File: src/rtl/oflow_conflict_resolve_ctrl.sv
// oflow_conflict_resolve_ctrl
// Runs duplicate-ID conflict resolution over the score board after a frame's
// rows are registered. Each cycle it reads one row through the CR read port.
// When two rows hold the same ID, the loser's pointer is moved to its second
// choice. A loser that is already on its second choice is marked unmatched.
// Passes repeat until a pass finds no conflict or MAX_PASSES is reached.
// Optional build macro OFLOW_CR_STATS_EN adds the conflict_cnt/cr_cycles outputs.
//
// state  | meaning
// IDLE   | waiting for start_cr
// LOAD_I | read row i, latch its current ID and score
// CMP_J  | read row j, compare it against the latched row i
// FLIP   | write the loser's pointer, or mark the loser unmatched
// DONE   | pulse done_cr, drop busy_cr, return to IDLE
module oflow_conflict_resolve_ctrl #(
    parameter int MAX_ROWS   = 32,
    parameter int ROW_LEN    = 5,
    parameter int SCORE_LEN  = 16,
    parameter int ID_LEN     = 12,
    parameter int MAX_PASSES = 4
) (
    input  logic                 clk,
    input  logic                 reset,
    input  logic                 start_cr,
    input  logic [ROW_LEN:0]     num_rows,
    output logic [ROW_LEN-1:0]   row_sel_from_cr,
    input  logic [SCORE_LEN-1:0] score_to_cr,
    input  logic [ID_LEN-1:0]    id_to_cr,
    output logic                 write_to_pointer,
    output logic [ROW_LEN-1:0]   row_to_change,
    output logic                 data_from_cr,
    output logic [MAX_ROWS-1:0]  unmatched,
    output logic                 busy_cr,
    output logic                 done_cr
`ifdef OFLOW_CR_STATS_EN
    ,
    output logic [7:0]           conflict_cnt,
    output logic [15:0]          cr_cycles
`endif
);

    localparam int PASS_W = $clog2(MAX_PASSES + 1);
    localparam logic [ROW_LEN:0] ONE = (ROW_LEN+1)'(1);
    localparam logic [ROW_LEN:0] TWO = (ROW_LEN+1)'(2);

    typedef enum logic [2:0] {IDLE, LOAD_I, CMP_J, FLIP, DONE} state_t;

    state_t               state;
    logic [ROW_LEN:0]     n_rows;
    logic [ROW_LEN:0]     i;
    logic [ROW_LEN:0]     j;
    logic [ID_LEN-1:0]    id_i;
    logic [SCORE_LEN-1:0] score_i;
    logic                 dirty;
    logic [PASS_W-1:0]    pass;
    logic [MAX_ROWS-1:0]  ptr;
    logic [ROW_LEN-1:0]   loser;

    logic [ROW_LEN-1:0]   i_idx;
    logic [ROW_LEN-1:0]   j_idx;
    logic                 conflict;
    logic [ROW_LEN-1:0]   loser_c;
    logic                 j_last;
    logic                 pass_last;
    logic                 rerun;
    state_t               re_state;
    logic [ROW_LEN:0]     re_i;
    logic [ROW_LEN:0]     re_j;
    logic [PASS_W-1:0]    re_pass;
    logic                 re_dirty;

    // Compare decode plus the "row i finished" next values shared by three states
    always_comb begin
        i_idx           = i[ROW_LEN-1:0];
        j_idx           = j[ROW_LEN-1:0];
        row_sel_from_cr = (state == CMP_J) ? j_idx : i_idx;
        conflict        = (id_i != '0) && (id_to_cr != '0) && !unmatched[j_idx]
                          && (id_to_cr == id_i);
        // Ties go against the higher index row j
        loser_c         = (score_to_cr < score_i) ? i_idx : j_idx;
        j_last          = (j + ONE) >= n_rows;
        pass_last       = (i + TWO) >= n_rows;
        // A FLIP in this very cycle makes the pass dirty even though dirty is not yet set
        rerun           = (dirty || (state == FLIP)) && ((int'(pass) + 1) < MAX_PASSES);
        re_state        = LOAD_I;
        re_i            = i + ONE;
        re_j            = i + TWO;
        re_pass         = pass;
        re_dirty        = dirty || (state == FLIP);
        if (pass_last) begin
            if (rerun) begin
                re_i     = '0;
                re_j     = ONE;
                re_pass  = pass + PASS_W'(1);
                re_dirty = 1'b0;
            end else begin
                re_state = DONE;
            end
        end
    end

    // Sequencer with registered pointer-write, busy and done outputs
    always_ff @(posedge clk or posedge reset) begin
        if (reset) begin
            state            <= IDLE;
            n_rows           <= '0;
            i                <= '0;
            j                <= '0;
            id_i             <= '0;
            score_i          <= '0;
            dirty            <= 1'b0;
            pass             <= '0;
            ptr              <= '0;
            loser            <= '0;
            unmatched        <= '0;
            write_to_pointer <= 1'b0;
            row_to_change    <= '0;
            data_from_cr     <= 1'b0;
            busy_cr          <= 1'b0;
            done_cr          <= 1'b0;
        end else begin
            done_cr <= 1'b0;
            case (state)
                IDLE: begin
                    if (start_cr) begin
                        n_rows    <= num_rows;
                        ptr       <= '0;
                        unmatched <= '0;
                        i         <= '0;
                        j         <= ONE;
                        pass      <= '0;
                        dirty     <= 1'b0;
                        busy_cr   <= 1'b1;
                        state     <= (num_rows <= ONE) ? DONE : LOAD_I;
                    end
                end
                LOAD_I: begin
                    id_i    <= id_to_cr;
                    score_i <= score_to_cr;
                    if ((id_to_cr == '0) || unmatched[i_idx]) begin
                        state <= re_state;
                        i     <= re_i;
                        j     <= re_j;
                        pass  <= re_pass;
                        dirty <= re_dirty;
                    end else begin
                        state <= CMP_J;
                    end
                end
                CMP_J: begin
                    if (conflict) begin
                        loser <= loser_c;
                        state <= FLIP;
                        if (!ptr[loser_c]) begin
                            write_to_pointer <= 1'b1;
                            row_to_change    <= loser_c;
                            data_from_cr     <= 1'b1;
                        end
                    end else if (j_last) begin
                        state <= re_state;
                        i     <= re_i;
                        j     <= re_j;
                        pass  <= re_pass;
                        dirty <= re_dirty;
                    end else begin
                        j <= j + ONE;
                    end
                end
                FLIP: begin
                    write_to_pointer <= 1'b0;
                    data_from_cr     <= 1'b0;
                    dirty            <= 1'b1;
                    if (write_to_pointer) begin
                        ptr[loser] <= 1'b1;
                    end else begin
                        unmatched[loser] <= 1'b1;
                    end
                    if (loser == i_idx) begin
                        // Row i moved to its second choice: reload it and rescan from i+1
                        j     <= i + ONE;
                        state <= LOAD_I;
                    end else if (j_last) begin
                        state <= re_state;
                        i     <= re_i;
                        j     <= re_j;
                        pass  <= re_pass;
                        dirty <= re_dirty;
                    end else begin
                        j     <= j + ONE;
                        state <= CMP_J;
                    end
                end
                DONE: begin
                    busy_cr <= 1'b0;
                    done_cr <= 1'b1;
                    state   <= IDLE;
                end
                default: state <= IDLE;
            endcase
        end
    end

`ifdef OFLOW_CR_STATS_EN
    // Frame statistics; cr_cycles starts at 2 because both the start_cr cycle
    // and the done_cr cycle (spent in IDLE) belong to the measured interval
    always_ff @(posedge clk or posedge reset) begin
        if (reset) begin
            conflict_cnt <= '0;
            cr_cycles    <= '0;
        end else if ((state == IDLE) && start_cr) begin
            conflict_cnt <= '0;
            cr_cycles    <= 16'd2;
        end else if (state != IDLE) begin
            if (cr_cycles != 16'hFFFF) begin
                cr_cycles <= cr_cycles + 16'd1;
            end
            if ((state == CMP_J) && conflict && (conflict_cnt != 8'hFF)) begin
                conflict_cnt <= conflict_cnt + 8'd1;
            end
        end
    end
`endif

endmodule

File: config.mk
export PLATFORM = sky130hd
export DESIGN_NAME = oflow_conflict_resolve_ctrl
export DESIGN_NICKNAME = d
export VERILOG_FILES = /design/src/rtl/oflow_conflict_resolve_ctrl.sv
export SDC_FILE = /design/constraint.sdc
export NUM_CORES = 1
export LEC_CHECK = 0
export ABC_AREA = 1
export CORE_MARGIN = 2
export CORE_UTILIZATION = 40
export CTS_BUF_LIST = sky130_fd_sc_hd__clkbuf_4
export DETAILED_ROUTE_END_ITERATION = 8
export PLACE_DENSITY = 0.64
export SETUP_SLACK_MARGIN = 0.5
export SYNTH_ARGS = -nofsm -noshare
export SYNTH_HDL_FRONTEND = slang
export SYNTH_SLANG_ARGS = --single-unit
File: constraint.sdc
create_clock -name clk -period 4.98 [get_ports clk]
set_clock_uncertainty 0.1 [all_clocks]
set_input_delay 0.498 -clock clk [delete_from_list [all_inputs] [get_ports clk]]
set_output_delay 0.498 -clock clk [all_outputs]
set_load 0.01 [all_outputs]
==> results of run 1 <==
[synth_stat cells, drive strengths merged (11+ instances only)]
| master | n |
|---|---|
| dfrtp | 130 |
| ha | 31 |
| buf | 21 |
| nor2 | 129 |
| xor2 | 15 |
| nor3 | 20 |
| a21oi | 116 |
| nand4 | 11 |
| nand3 | 97 |
| clkbuf | 22 |
| nand2 | 189 |
| o21ai | 102 |
| inv | 128 |
[kinds of logic after synthesis]
kind of cell	Yosys count	share of synthesized area (%)
flops	130	41.9
compound gates	238	16.4
fa+ha+maj	31	4.99
xor+xnor	17	1.92
simple gates	457	25.8
buf+inv	171	9.05
[where the power goes]
group          switching [mW]  internal [mW]  total (mW)
clock network           0.444          0.353       0.798
logic                    1.54          0.773        2.31
registers               0.204           1.25        1.46
total                    2.18           2.38        4.56
[state kept, by name, summed over array words and instances (netlist names), 3 cells and up]
| register | flops |
|---|---|
| i | 6 |
| id_i | 12 |
| j | 6 |
| loser | 5 |
| n_rows | 6 |
| pass | 3 |
| ptr | 32 |
| row_to_change | 5 |
| score_i | 16 |
| state | 3 |
| unmatched | 32 |
[worst max-delay path: cells and delay by family, from the launching register on]
kind | cells | cell delay [ns]
AND/OR/NAND/NOR | 3 | 1.09
buffers and inverters | 2 | 0.67
flip-flops | 1 | 0.47
AO/OA/AOI/OAI | 1 | 0.13
[final cells by class]
cell class / instances / area share [%]
Sequential cell: 130 / 35.8
Clock buffer: 17 / 1.41
Antenna cell: 1 / 0.0276
Inverter: 128 / 5.32
Tap cell: 260 / 3.58
Multi-Input combinational cell: 743 / 42.2
Clock inverter: 15 / 1.98
Timing Repair Buffer: 90 / 9.70
[worst paths after layout]
kind,end,from,depth (start not counted)
min,score_i[8],reset,2
min in group clk,n_rows[0],num_rows[0],3
max reg2reg,j[2],j[0],15
max,row_sel_from_cr[1],state[2],6
max in group asynchronous,ptr[5],reset,3
min reg2reg,ptr[3],ptr[3],2
[stage by stage]
| stage | power, mW | instances |
|---|---|---|
| 5_1_grt | 4.97 | 1384 |
| 3_5_place_dp | 3.75 | 1351 |
| 4_1_cts | 4.56 | 1383 |
| 3_3_place_gp | 3.73 | 1351 |
| 6_report | 4.56 | 1384 |
| 2_1_floorplan | 3.19 | 1044 |
[per-layer routing]
layer	wire length [um]	vias up	share of wire [%]	track usage, %
li1	-	3592	-	-
met1	10300	3527	45	32.4
met2	10400	304	45	35.9
met3	1660	51	7.2	4.87
met4	552	0	2.4	7.95
met5	0	-	0	0
==> summary.txt, run 1 <==
Detailed routing
  • Final wirelength: 22.9 mm
  • Iteration-0 DRC count of the detailed router: 843
  • Via density per instance: 5.40
  • Vias post-DR: 7474
  • Number of optimization iterations in the first detailed-route pass: 6
  • ANT nets after route: 0
  • WL per Instance: 16.6 um
  • Remaining DRCs: 0

Setup path
  • Most Frequent Cell on Critical Path: nor2_1
  • Data required time of the critical path: 4.38 ns
  • Setup slack on the worst flop-to-flop path: 1.55 ns
  • Largest incremental delay on the critical path: 0.73 ns
  • Ordered list of cells on the worst path: nor2_1 > inv_1 > nor2_1 > nand2_1 > o21ai_0 > clkdlybuf4s50_1
  • Crit path capture type: output port
  • Data arrival, critical path: 2.94 ns
  • Critical path type: register to output port
  • Worst path slowest cell: nor2_1
  • Startpoint type of the worst setup path: register
  • Maximum fanout count along the critical path: 16

Pwr
  • LEAKAGE: 4.21 nW
  • PwrDens: 502 mW/mm2
  • Worst voltage drop across the vdd grid: 0.240 mV

Timing
  • Summed negative setup slack over all endpoints: 0 ns
  • Pins over their slew limit: 0
  • Worst path setup slack after routing: 1.44 ns
  • Tightest slew margin relative to the limit: 27.3%
  • Final period util: 71.1%
  • Unrepaired setup endpoints after global routing: false
  • Transition time at the pin with the least slew margin: 1.09 ns
  • Hold violation total from the final report: 0
  • Final Setup Violations: 0
  • Peak Freq: 283 MHz
  • Post-Route Hold Slack: 0.249 ns
  • Final min period: 3.54 ns

Global route
  • All-Layer GR Usage: 23.2%
  • Grt ovf: 0
  • Global-route wire length before repair: 37.1 mm
  • Number of antenna violations at the first check in global routing: 1
  • Via count of the first global-routing pass: 7008
  • Maximum number of pins on one net before global-route repair: 53

Cells and area
  • Layout overhead on the synthesized area: 16.9%
  • Finished Core Util: 48.1%
  • Final nets: 1178
  • Fraction of layout instances using a drive strength above 1: 6.14%
  • Most used cells in the layout excluding fill and tap cells: 182 x nand2_1, 130 x dfrtp_1, 122 x nor2_1
  • Fill cells: 1923
  • Multi-input logic area: 0.00383 mm2
  • Sequential cell area: 0.00325 mm2
  • Leading cell type in the layout, fill and taps excluded: nand2_1
  • Design area: 0.00908 mm2

Synth
  • Count of yosys warnings during synthesis: 0
  • Top area cells in the synthesized netlist: dfrtp_1 42%, nand2_1 8.8%, a21oi_1 7.5%
  • Most area-hungry cell type in the Yosys netlist: dfrtp_1
  • Fraction of synthesized cell area taken by the top area cell type: 41.9%
  • Number of synthesized flops with an enable pin: 0
  • #FFs+latches synth: 130
  • Mapped Nets: 1112
  • FFs w/ async S/R, synth: 100%
  • Netlist cell types: 41
  • Dominant register cell in the synthesized netlist: dfrtp_1
  • Post-synthesis instance area: 0.00777 mm2
  • Number of cells produced by synthesis: 1044
  • Fraction of the yosys area taken by sequential cells: 41.9%
  • Mean Syn Cell Area: 7.44 um2

Place
  • Estimated wirelength of the detail-placed design: 17.0 mm
  • Routability cong.: 0.941
  • Setup slack at placement: 1.30 ns
  • Count of buffers from port buffering: 82
  • Placed inst area: 0.00877 mm2

Floorplan
  • Vertical die dimension: 143 um
  • Starting density of the core: 41.1%
  • Horiz. Die Dim: 143 um
  • Core box area: 0.0189 mm2
  • Full die area: 0.0206 mm2
  • Standard-cell rows: 50
  • Number of top-level design ports: 83

Clock tree
  • Clock-pin slew of the registers on the worst-case setup and hold paths: 0.12 ns
  • Count of buffers added by post-CTS timing repair for setup: 0
  • Post-cts repair resize count: 0
  • Clock latency on the worst-skew pair: 0.58 ns
  • TritonCTS clock tree: built
  • Number of sinks handled by clock tree synthesis: 130
  • Post-cts hold buffer count: 0
  • H-tree lvl count: 4
  • Maximum root-to-sink buffer count: 2
  • Master cell of the clock root buffer: clkbuf_4
  • Number of clock buffers inserted by TritonCTS: 17

Status
  • Run status: finished, final reports clean

Job
  • Max-cap violation count: 0

Worst hold path
  • Worst hold path type: input port to asynchronous set/reset pin
Note: power is estimated with default switching activity, not from simulation.
==> run 2, diff against run 1 <==
- PLACE_DENSITY: 0.64 -> 0.66
- clock period: 4.98 -> 2.8 ns (I/O delays scaled with it)
==> summary.txt, run 2 (synthesis results as in run 1) <==
Place
  • Placed inst area: 0.00926 mm2
  • Routability cong.: 0.954
  • Estimated wirelength of the detail-placed design: 17.1 mm
  • Count of buffers from port buffering: 82
  • Placed Cells incl. Taps: 1398

Detailed routing
  • Iteration-0 DRC count of the detailed router: 917
  • Vias post-DR: 7969
  • Final wirelength: 25.1 mm
  • Remaining DRCs: 0
  • Via density per instance: 5.42
  • Number of optimization iterations in the first detailed-route pass: 8
  • ANT nets after route: 0
  • WL per Instance: 17.1 um

Pwr
  • Power consumption: 10.5 mW
  • Sequential Power Share: 23.7%
  • Power share of the clock group: 13.2%
  • Internal power contribution: 5.50 mW
  • Sw frac: 47.7%
  • PwrDens: 980 mW/mm2
  • LEAKAGE: 4.84 nW
  • Worst voltage drop across the vdd grid: 0.422 mV
  • Net switching power figure: 5.02 mW
  • Share of total power in combinational logic: 63.1%

Global route
  • Via count of the first global-routing pass: 7542
  • Grt ovf: 0
  • Global-route wire length before repair: 39.3 mm
  • Global routing usage on met2: 39.8%
  • Maximum number of pins on one net before global-route repair: 131
  • Met3 global-route usage: 4.57%
  • Met1 usage: 33.7%
  • Top Usage Layer GRT: met2
  • All-Layer GR Usage: 24.5%
  • Number of antenna violations at the first check in global routing: 1

Timing
  • Transition time at the pin with the least slew margin: 0.775 ns
  • Final min period: 2.75 ns
  • Hold violation total from the final report: 0
  • Tightest slew margin relative to the limit: 48.4%
  • Pins over their slew limit: 0
  • Peak Freq: 364 MHz
  • Unrepaired setup endpoints after global routing: true
  • Post-Route Hold Slack: 0.143 ns
  • Final Setup Violations: 0
  • Final period util: 98.2%

Cells and area
  • Layout overhead on the synthesized area: 38.1%
  • Final nets: 1263
  • Most used cells in the layout excluding fill and tap cells: 154 x nand2_1, 126 x dfrtp_1, 111 x nor2_1
  • Leading cell type in the layout, fill and taps excluded: nand2_1
  • Fraction of layout instances using a drive strength above 1: 25.5%
  • Registers with the most flip-flops: ptr x32, unmatched x32, score_i x16
  • Fill cells: 1687
  • Design area: 0.0107 mm2
  • Final cell count without fillers: 1469

Setup path
  • Startpoint of the worst-slack reg-to-reg timing path: i[1]
  • FF-to-FF path depth: 17
  • Data arrival, critical path: 3.11 ns
  • Startpoint type of the worst setup path: register
  • Critical path type: register to register
  • Setup slack on the worst flop-to-flop path: 0.05 ns
  • Data required time of the critical path: 3.16 ns
  • Maximum fanout count along the critical path: 7
  • Crit path capture type: register
  • Reg-to-reg critical path endpoint: j[0]

Floorplan
  • Core box area: 0.0189 mm2
  • Full die area: 0.0206 mm2
  • Starting density of the core: 41.1%
  • Number of top-level design ports: 83
  • Horiz. Die Dim: 143 um
  • Standard-cell rows: 50
  • Vertical die dimension: 143 um

Job
  • Max-cap violation count: 0

Clock tree
  • Clock-pin slew of the registers on the worst-case setup and hold paths: 0.14 ns
  • Maximum root-to-sink buffer count: 2
  • Clock latency on the worst-skew pair: 0.57 ns
  • H-tree lvl count: 4
  • Number of clock buffers inserted by TritonCTS: 17
  • Post-cts hold buffer count: 0
  • Number of sinks handled by clock tree synthesis: 130
  • Master cell of the clock root buffer: clkbuf_4
  • TritonCTS clock tree: built

Status
  • Run status: finished, final reports clean

Worst hold path
  • Worst hold path type: input port to asynchronous set/reset pin
==> run 2: per-layer routing <==
metal	share of wire, %	wire length (um)	vias up
met5	0	0	-
met4	1.8	453	0
met2	47	11800	332
li1	-	-	3776
met1	45	11200	3800
met3	6.6	1660	61
==> run 2: worst max-delay path by stage <==
stage | slack [ns] | from | endpoint
2_1_floorplan | 0.22 | i[1] | j[0]
3_3_place_gp | -0.12 | score_to_cr[15] | row_to_change[2]
3_5_place_dp | -0.14 | score_to_cr[9] | row_to_change[0]
4_1_cts | 0.16 | j[1] | i[5]
5_1_grt | -0.05 | i[3] | pass[1]
6_report | 0.05 | i[1] | j[0]
==> run 2: area by class of cell <==
type	count	area [um2]	share of cell area [%]
Clock buffer	17	128	1.19
Multi-Input combinational cell	744	4650	43.4
Timing Repair inverter	1	5.00	0.0466
Inverter	128	508	4.73
Timing Repair Buffer	173	1680	15.6
Tap cell	260	325	3.03
Clock inverter	15	171	1.60
Sequential cell	130	3260	30.4
Antenna cell	1	2.50	0.0233
==> run 2: worst max-delay path, cell delays in order (launching register included) <==
cell and delay, ns:
dfrtp_2 0.46, buf_12 0.15, nand2_2 0.07, xor2_2 0.21, inv_2 0.09, ha_4 0.26, nand2_4 0.08, inv_2 0.04
o211ai_1 0.12, o2111ai_4 0.18, nand2_2 0.15, nor2_4 0.06, nor2_2 0.13, nand2_2 0.08, o21ai_4 0.07, o22ai_1 0.10
o21ai_1 0.16, o21ai_1 0.10
==> run 2: power by group through the flow <==
stage | Sequential (mW) | Clock [mW] | Combinational [mW]
after detailed placement | 2.51 | 0 | 4.89
after CTS | 2.48 | 1.41 | 5.89
after floorplan | 2.46 | 0 | 3.35
final | 2.49 | 1.39 | 6.64
after global placement | 2.51 | 0 | 4.84
after global routing | 2.53 | 1.49 | 7.21
==> run 2: per-stage QoR <==
stage | util [%] | setup slack (ns) | TNS (ns)
finish | 56.8 | 0.0502 | 0
floorplan | - | 0.220 | 0
global route | 56.8 | -0.0541 | -0.221
detailed placement | 49.0 | -0.142 | -0.676
global placement | 49.0 | -0.118 | -0.623
CTS | 54.3 | 0.161 | 0
==> run 2: repair_timing <==
item                       CTS  global route
setup buffers               21            12
pin swaps                   55            44
setup endpoints to repair   30            99
cloned                       2             3
gates resized for setup    132           105
==> run 3, diff against run 2 <==
- PLACE_DENSITY: 0.66 -> 0.73
- RECOVER_POWER: unset -> 100
==> summary.txt, run 3 (synthesis results as in run 1) <==
Status
  • Run status: complete, but fails checks
  • Violated checks: capacitance limit, slew limit

Detailed routing
  • Final wirelength: 25.9 mm
  • Vias post-DR: 8290
  • Remaining DRCs: 0
  • Iteration-0 DRC count of the detailed router: 1097
  • ANT nets after route: 0
  • WL per Instance: 17.6 um
  • Via density per instance: 5.61
  • Number of optimization iterations in the first detailed-route pass: 8

Setup path
  • Startpoint type of the worst setup path: register
  • Cell family with the largest share of critical-path delay: compound AO/OA/AOI/OAI gates
  • Crit path capture type: register
  • Ordered list of cells on the worst path: ha_4 > nand2_4 > nor2_4 > xnor2_2 > inv_2 > ha_4 > a21oi_1 > o2111ai_2 > nand2_2 > nor2_4 > nor2_2 > nand2_1 > o21ai_2 > o22ai_1 > o21ai_1 > o21ai_1
  • Data required time of the critical path: 3.18 ns
  • Critical path type: register to register
  • Largest incremental delay on the critical path: 0.46 ns
  • Worst path slowest cell: dfrtp_2
  • Worst path buffer plus inverter count: 1
  • Data arrival, critical path: 3.03 ns
  • Maximum fanout count along the critical path: 3

Timing
  • Unrepaired setup endpoints after global routing: true
  • Tightest slew margin relative to the limit: -34.4%
  • Hold violation total from the final report: 0
  • Final min period: 2.66 ns
  • Peak Freq: 376 MHz
  • Transition time at the pin with the least slew margin: 2.02 ns
  • Final period util: 94.9%
  • Pins over their slew limit: 91
  • Final Setup Violations: 0

Floorplan
  • Core box area: 0.0189 mm2
  • Full die area: 0.0206 mm2
  • Starting density of the core: 41.1%
  • Number of top-level design ports: 83
  • Standard-cell rows: 50
  • Vertical die dimension: 143 um
  • Horiz. Die Dim: 143 um

Global route
  • Global-route wire length before repair: 39.1 mm
  • Via count of the first global-routing pass: 7619
  • Number of antenna violations at the first check in global routing: 1
  • All-Layer GR Usage: 24.3%
  • Maximum number of pins on one net before global-route repair: 91
  • Grt ovf: 0

Cells and area
  • Layout overhead on the synthesized area: 39.7%
  • Fill cells: 1612
  • Final cell count without fillers: 1477
  • Most used cells in the layout excluding fill and tap cells: 162 x nand2_1, 127 x dfrtp_1, 113 x nor2_1
  • Final nets: 1271
  • Leading cell type in the layout, fill and taps excluded: nand2_1
  • Sequential cell area: 0.00326 mm2
  • Finished Core Util: 57.5%
  • Multi-input logic area: 0.00473 mm2
  • Registers with the most flip-flops: ptr x32, unmatched x32, score_i x16
  • Fraction of layout instances using a drive strength above 1: 25.9%

Clock tree
  • Clock latency on the worst-skew pair: 0.60 ns
  • Master cell of the clock root buffer: clkbuf_4
  • Maximum root-to-sink buffer count: 2
  • Number of sinks handled by clock tree synthesis: 130
  • Post-cts hold buffer count: 0
  • Number of clock buffers inserted by TritonCTS: 17
  • Clock-pin slew of the registers on the worst-case setup and hold paths: 0.13 ns
  • H-tree lvl count: 4
  • TritonCTS clock tree: built

Worst hold path
  • Worst hold path type: input port to register

Place
  • Routability cong.: 0.955
  • Placed Cells incl. Taps: 1398
  • Count of buffers from port buffering: 82
  • Estimated wirelength of the detail-placed design: 17.0 mm

Pwr
  • Worst voltage drop across the vdd grid: 0.431 mV
  • LEAKAGE: 4.91 nW
  • PwrDens: 990 mW/mm2

Job
  • Max-cap violation count: 1
## run 3: cell count changes in the layout (fill, tap and decap cells not counted), sizes merged
cell,previous run,this run
clkbuf,18,21
clkinv,3,6
o21ai,103,102
buf,95,100
clkinvlp,7,5
bufinv,2,1
nand2,189,190
## run 3: path summary, 6_finish.rpt
path / depth (start not counted) / endpoint / slack, ns / start
max: 16 / j[0] / 0.14 / i[1]
max reg2reg: 16 / j[0] / 0.14 / i[1]
min: 3 / n_rows[0] / 0.16 / num_rows[0]
max in group asynchronous: 3 / state[2] / 0.64 / reset
min in group asynchronous: 3 / n_rows[2] / 0.28 / reset
min reg2reg: 2 / ptr[8] / 0.42 / ptr[8]
## run 3: worst reg2reg max path: stages (launching register included)
cell       delay [ns]
dfrtp_2          0.46
ha_4             0.18
nand2_4          0.08
nor2_4           0.04
xnor2_2          0.18
inv_2            0.07
ha_4             0.23
a21oi_1          0.22
o2111ai_2        0.18
nand2_2          0.14
nor2_4           0.05
nor2_2           0.13
nand2_1          0.08
o21ai_2          0.06
o22ai_1          0.09
o21ai_1          0.15
o21ai_1          0.10
## run 3: stage by stage
stage	TNS [ns]	hold slack, ns	total power [mW]	setup WS (ns)	cell area, um2
floorplan	0	0.297	5.80	0.220	7840
global placement	-1.05	0.374	7.24	-0.190	9250
detailed placement	-1.43	0.386	7.36	-0.221	9250
CTS	0	0.101	9.87	0.188	10300
global route	-0.0588	0.164	11.4	-0.0169	10900
finish	0	0.159	10.7	0.143	10900
## run 3: layer usage
metal / part of all wire, % / GRT usage (%) / up-vias
met5: 0 / 0 / -
met4: 3.4 / 9.44 / 0
met3: 8.8 / 5.76 / 89
met2: 48 / 39.3 / 472
met1: 40 / 31.7 / 3939
li1: - / - / 3790
## run 3: repair_timing
| item | in CTS | in global routing |
|---|---|---|
| setup endpoints to repair | 30 | 35 |
| gates resized for setup | 121 | 110 |
| gates cloned | 2 | 3 |
| setup buffers | 35 | 6 |
| pin swaps | 56 | 73 |
## run 3: layout make-up
cell class | instances | share of cell area, %
diodes | 1 | 0.0231
clock buffers | 17 | 1.18
clock inverters | 15 | 1.31
inverters | 128 | 4.81
multi-input cells | 744 | 43.6
flip-flops and latches | 130 | 30.0
well taps | 260 | 3.00
repair buffers | 181 | 16.1
repair inverters | 1 | 0.0461
## run 3: power by group
| part | switching [mW] | internal, mW | leakage [nW] | total [mW] |
|---|---|---|---|---|
| Combinational | 4.10 | 2.84 | 3.05 | 6.94 |
| Clock | 0.838 | 0.462 | 0.150 | 1.30 |
| Sequential | 0.265 | 2.23 | 1.70 | 2.50 |
| Total | 5.20 | 5.54 | 4.91 | 10.7 |
